<file path="config.mk">
export PLATFORM = sky130hd
export DESIGN_NAME = app_switcher
export DESIGN_NICKNAME = d
export VERILOG_FILES = /design/src/rtl/app_switcher.sv
export SDC_FILE = /design/constraint.sdc
export NUM_CORES = 1
export LEC_CHECK = 0
export BUFFER_PORTS_ARGS = -buffer_cell sky130_fd_sc_hd__buf_2
export CELL_PAD_IN_SITES_DETAIL_PLACEMENT = 0
export CELL_PAD_IN_SITES_GLOBAL_PLACEMENT = 1
export CORE_MARGIN = 2
export CORE_UTILIZATION = 26
export DETAILED_ROUTE_END_ITERATION = 8
export PLACE_DENSITY_LB_ADDON = 0.3
export RECOVER_POWER = 25
export SLEW_MARGIN = 10
export SYNTH_ARGS = -nofsm -noshare
export SYNTH_HDL_FRONTEND = slang
export SYNTH_SLANG_ARGS = --single-unit
</file>
<file path="constraint.sdc">
create_clock -name clk -period 1.8 [get_ports clk]
set_input_delay 0.36 -clock clk [delete_from_list [all_inputs] [get_ports clk]]
set_output_delay 0.36 -clock clk [all_outputs]
set_load 0.02 [all_outputs]
</file>
<file path="src/rtl/app_switcher.sv">
// app_switcher: menu/app display source selector with frame-aligned switching and idle timeout.
module app_switcher #(
    parameter int N_APPS     = 4,
    parameter int IDLE_TICKS = 3000,
    localparam int IDX_W     = (N_APPS > 2) ? $clog2(N_APPS) : 1
) (
    input  logic                  clk,
    input  logic                  reset,
    input  logic                  tick,
    input  logic                  btn_up,
    input  logic                  btn_down,
    input  logic                  btn_sel,
    input  logic                  btn_back,
    input  logic                  frame_begin,
    input  logic [16*N_APPS-1:0]  oled_in,
    input  logic [16*N_APPS-1:0]  led_in,
    input  logic [4*N_APPS-1:0]   an_in,
    input  logic [8*N_APPS-1:0]   seg_in,
    output logic [15:0]           oled_data,
    output logic [15:0]           led,
    output logic [3:0]            an,
    output logic [7:0]            seg,
    output logic [IDX_W-1:0]      active,
    output logic [IDX_W-1:0]      cursor,
    output logic                  busy
);
    localparam int CNT_W = (IDLE_TICKS > 1) ? $clog2(IDLE_TICKS + 1) : 1;
    localparam logic [CNT_W-1:0] IDLE_LAST = CNT_W'((IDLE_TICKS == 0) ? 0 : IDLE_TICKS - 1);
    localparam logic [IDX_W-1:0] LAST_APP = IDX_W'(N_APPS - 1);

    typedef enum logic [1:0] {MENU, ENTER_WAIT, RUN, EXIT_WAIT} state_t;

    state_t           state, state_nxt;
    logic [IDX_W-1:0] active_nxt, cursor_nxt, target, target_nxt;
    logic [CNT_W-1:0] idle_cnt, idle_nxt;
    logic             any_btn;

    // Unused index codes map to source 0 so an impossible active value stays safe.
    logic [15:0] oled_tab [2**IDX_W];
    logic [15:0] led_tab  [2**IDX_W];
    logic [3:0]  an_tab   [2**IDX_W];
    logic [7:0]  seg_tab  [2**IDX_W];

    genvar g;
    for (g = 0; g < 2**IDX_W; g++) begin : g_src
        if (g < N_APPS) begin : g_real
            assign oled_tab[g] = oled_in[16*g +: 16];
            assign led_tab[g]  = led_in[16*g +: 16];
            assign an_tab[g]   = an_in[4*g +: 4];
            assign seg_tab[g]  = seg_in[8*g +: 8];
        end else begin : g_fall
            assign oled_tab[g] = oled_in[15:0];
            assign led_tab[g]  = led_in[15:0];
            assign an_tab[g]   = an_in[3:0];
            assign seg_tab[g]  = seg_in[7:0];
        end
    end

    assign any_btn   = btn_up | btn_down | btn_sel | btn_back;
    assign busy      = (state == ENTER_WAIT) || (state == EXIT_WAIT);
    assign oled_data = oled_tab[active];

    always_ff @(posedge clk) begin
        if (reset) begin
            state    <= MENU;
            active   <= '0;
            cursor   <= IDX_W'(1);
            target   <= IDX_W'(1);
            idle_cnt <= '0;
        end else begin
            state    <= state_nxt;
            active   <= active_nxt;
            cursor   <= cursor_nxt;
            target   <= target_nxt;
            idle_cnt <= idle_nxt;
        end
    end

    always_comb begin
        state_nxt  = state;
        active_nxt = active;
        cursor_nxt = cursor;
        target_nxt = target;
        idle_nxt   = idle_cnt;
        case (state)
            MENU: begin
                // back has top priority but no effect here; it still masks the others.
                if (btn_back) begin
                end else if (btn_sel) begin
                    target_nxt = cursor;
                    state_nxt  = ENTER_WAIT;
                end else if (btn_up) begin
                    cursor_nxt = (cursor == IDX_W'(1)) ? LAST_APP : cursor - 1'b1;
                end else if (btn_down) begin
                    cursor_nxt = (cursor == LAST_APP) ? IDX_W'(1) : cursor + 1'b1;
                end
            end
            ENTER_WAIT: begin
                if (btn_back) begin
                    state_nxt = MENU;
                end else if (frame_begin) begin
                    active_nxt = target;
                    idle_nxt   = '0;
                    state_nxt  = RUN;
                end
            end
            RUN: begin
                if (btn_back) begin
                    state_nxt = EXIT_WAIT;
                end else if (any_btn) begin
                    idle_nxt = '0;
                end else if (tick && IDLE_TICKS != 0) begin
                    if (idle_cnt == IDLE_LAST) state_nxt = EXIT_WAIT;
                    else idle_nxt = idle_cnt + 1'b1;
                end
            end
            default: begin
                if (frame_begin) begin
                    active_nxt = '0;
                    state_nxt  = MENU;
                end
            end
        endcase
    end

    always_ff @(posedge clk) begin
        if (reset) begin
            led <= '0;
            an  <= '1;
            seg <= '1;
        end else begin
            led <= led_tab[active];
            an  <= an_tab[active];
            seg <= seg_tab[active];
        end
    end
endmodule

</file>
==> run_results.csv <==
group,metric,value,unit
synthesis,ys.flop_type,"dfxtp_1",
clocking,clk_latency,290,ps
clocking,clockRootBuffer,"clkbuf_16",
drt,drc,0,
clocking,htree_levels,2,
synthesis,syn_area,2940,sq um
critical_path,r2r-end,"idle_cnt[5]$_SDFFE_PP0P_",
global_route,grt_pass1_wl,14.9,mm
worst_hold_path,min_path_type,"in -> reg",
global_route,grt_max_degree,26,
cells_and_area,area_delta_synth_final,57.3,%
sta,setup_violations,16,
clocking,numCtsBuffers,5,
global_route,antenna_found_initial,0,
sta,fin_crit_sh,103,%
worst_hold_path,whs_path_depth,2,
critical_path,rr_worst_depth,5,
global_route,grt_overflow,0,
critical_path,crit_path_start_kind,"register",
sta,hold_viol,0,
global_route,track_usage,16.0,%
sta,finalMaxSlewViolations,0,
placed_design,routabilityCongestion,0.785,
critical_path,worst-path-max-fanout,10,
cells_and_area,layout-drive-gt1-share,65.1,%
synthesis,synth-async-reset-ratio,0,%
worst_hold_path,whs_endpoint,"active[0]$_SDFFE_PP0P_",
floorplan,io_pins,233,
status,status,"finished, violations left",
synthesis,synthCells,236,
global_route,grt_pass1_vias,3205,
critical_path,worstPathArrival,1500,ps
synthesis,synth_edf_count,0,
floorplan,floorplan.initialDensity,26.9,%
synthesis,synth_warnings,0,
synthesis,syn-mean-instance-area,12.5,sq um
power_and_ir_drop,power.density,567,nW/um^2
floorplan,fp.coreArea,10900,sq um
critical_path,reg2reg_from,"idle_cnt[0]$_SDFFE_PP0P_",
sta,rsz0062_at_grt,"true",
cells_and_area,n_antenna_cell,0,
clocking,clk_path_buf_depth,2,
floorplan,die_h,110,um
power_and_ir_drop,total_leakage_power,2.09,nW
cells_and_area,fill_cells,1081,
sta,worst_pin_slew,370,ps
placed_design,io_buffers,232,
drt,viasPerCell,4.88,
sta,fmax,0.537,GHz
floorplan,rows,38,
drt,first_pass_iters,5,
sta,setup_ws,-60.7,ps
placed_design,hpwlAfterDp,8.11,mm
synthesis,yosysSeqAreaShare,32.7,%
critical_path,cp.required,1440,ps
drt,via_count,3034,
worst_hold_path,min_from,"reset",
critical_path,worst-setup-path-type,"reg -> out",
sta,period_needed,1860,ps
sta,relSlewSlack,75.3,%
floorplan,die_area,12200,sq um
synthesis,synth_nets,424,
placed_design,dp.cells,609,
cells_and_area,fin_cells,622,
drt,routedWlPerCell,15.5,um
status,violations,"setup timing",
drt,drt_iter0_drc,61,
sta,fin_skew,7.28,ps
clocking,path_clk_slew,70,ps
power_and_ir_drop,vdd_drop_max,0.000321,V
clocking,cts_tree,"built",
drt,ant_nets,0,
synthesis,synth-seq-cells,48,
critical_path,r2r_slack,90,ps
drt,wl,9.66,mm
clocking,numClockSinks,48,
critical_path,crit_path_end_kind,"output pin",
floorplan,die_w,110,um
job,cap_violations,0,
synthesis,ys_types,43,
sta,fin_hold_ws,428,ps
cells_and_area,layout.nets,669,
## kinds of logic (layout without fill, tap and decap cells)
logic type	Yosys count	after routing	share of synthesized area, %
mux	52	52	36.4
compound gates	28	28	7.95
fa+ha+maj	4	4	1.70
flops	48	48	32.7
buf+inv	24	270	3.87
simple gates	80	80	17.4
## stage by stage
stage               utilization (%)  power [mW]  worst slack, ps  cell area (sq um)  setup TNS (ps)
global placement               40.1        1.68             10.4               4390               0
detailed placement             40.1        1.69            -25.4               4390           -40.0
finish                         42.3        2.62            -60.7               4630            -647
global route                   42.3        2.76             -117               4630           -1540
CTS                            42.0        2.67            -86.2               4600           -1100
floorplan                         -        1.40            -11.5               2970            -158
## flip-flops by register name, indices dropped and copies added (netlist names)
signal    cells
target        2
seg           8
cursor        2
state         2
led          16
idle_cnt     12
an            4
active        2
## where the power goes
part	leakage (nW)	total [mW]	switching, mW	internal, mW
sequential	0.397	1.12	0.0185	1.10
combinational	1.62	0.545	0.233	0.313
clock	0.0691	0.958	0.405	0.553
## how the worst max path moves through the flow
stage | startpoint | end | slack (ps)
2_1_floorplan | active[0]$_SDFFE_PP0P_ | oled_data[10] | -10
3_3_place_gp | btn_down | idle_cnt[7]$_SDFFE_PP0P_ | 10
3_5_place_dp | btn_down | idle_cnt[2]$_SDFFE_PP0P_ | -30
4_1_cts | active[0]$_SDFFE_PP0P_ | oled_data[11] | -90
5_1_grt | active[0]$_SDFFE_PP0P_ | oled_data[11] | -120
6_report | active[0]$_SDFFE_PP0P_ | oled_data[2] | -60
## per-layer routing
metal / share of wire, % / track usage [%] / up-vias
met1: 34 / 15.8 / 1452
met4: 1.7 / 4.38 / 0
met5: 0 / 0 / -
li1: - / - / 1417
met3: 10 / 4.17 / 10
met2: 54 / 32.2 / 155
## cell usage after synthesis, types with 2 or more instances
cell	instances	share of area, %
dfxtp_1	48	33
mux4_2	44	34
and2_1	14	3.0
nor2_1	12	1.5
or2_2	12	2.6
a31oi_1	10	2.1
and3_1	9	1.9
clkbuf_1	8	1.0
buf_2	7	1.2
mux2i_1	7	2.4
nand2_1	6	0.77
nor2b_1	6	1.3
inv_1	5	0.64
ha_1	4	1.7
or2b_1	4	1.0
a21oi_1	3	0.51
a221o_1	3	1.0
and4_1	3	0.89
nand4_1	3	0.64
buf_4	2	0.51
nand3_1	2	0.34
nand3b_1	2	0.51
o211ai_1	2	0.51
## worst max-delay path, cell delays in order (launching register included)
cell	delay (ps)
dfxtp_4	390
buf_12	150
mux4_2	500
buf_2	180
## layout by cell type (no fill, tap or decap), types with 2 or more instances in the layout
cell and count:
nor2_1 12, nand3_1 2, clkbuf_1 19, a31oi_1 10, mux2i_1 7, inv_1 5, ha_1 3, and3_1 9
mux4_2 44, nand2_1 6, buf_12 4, buf_6 7, a221o_1 3, clkinvlp_4 2, dfxtp_2 2, and2_1 14
buf_4 20, or2_2 12, dfxtp_1 45, and4_1 3, nand3b_1 2, buf_2 206, clkbuf_16 5, a21oi_1 3
or2b_1 4, nor2b_1 6, nand4_1 3, o211ai_1 2
## area by class of cell
cell class / instances / area (sq um) / share of cell area, %
Sequential cell: 48 / 967 / 20.9
Inverter: 5 / 18.8 / 0.405
Clock buffer: 6 / 139 / 3.00
Clock inverter: 2 / 15.0 / 0.324
Multi-Input combinational cell: 164 / 1870 / 40.4
Tap cell: 140 / 175 / 3.78
Timing Repair Buffer: 257 / 1440 / 31.2
## what timing repair did
action / 4_1_cts / 5_1_grt
pin swaps: 0 / 1
gates cloned: 1 / 0
gates resized for setup: 0 / 16
setup buffers: 3 / 2
endpoints found under the setup margin: 16 / 29
hold buffers: 0 / 0
No activity file was read; power rests on OpenSTA's default activity.
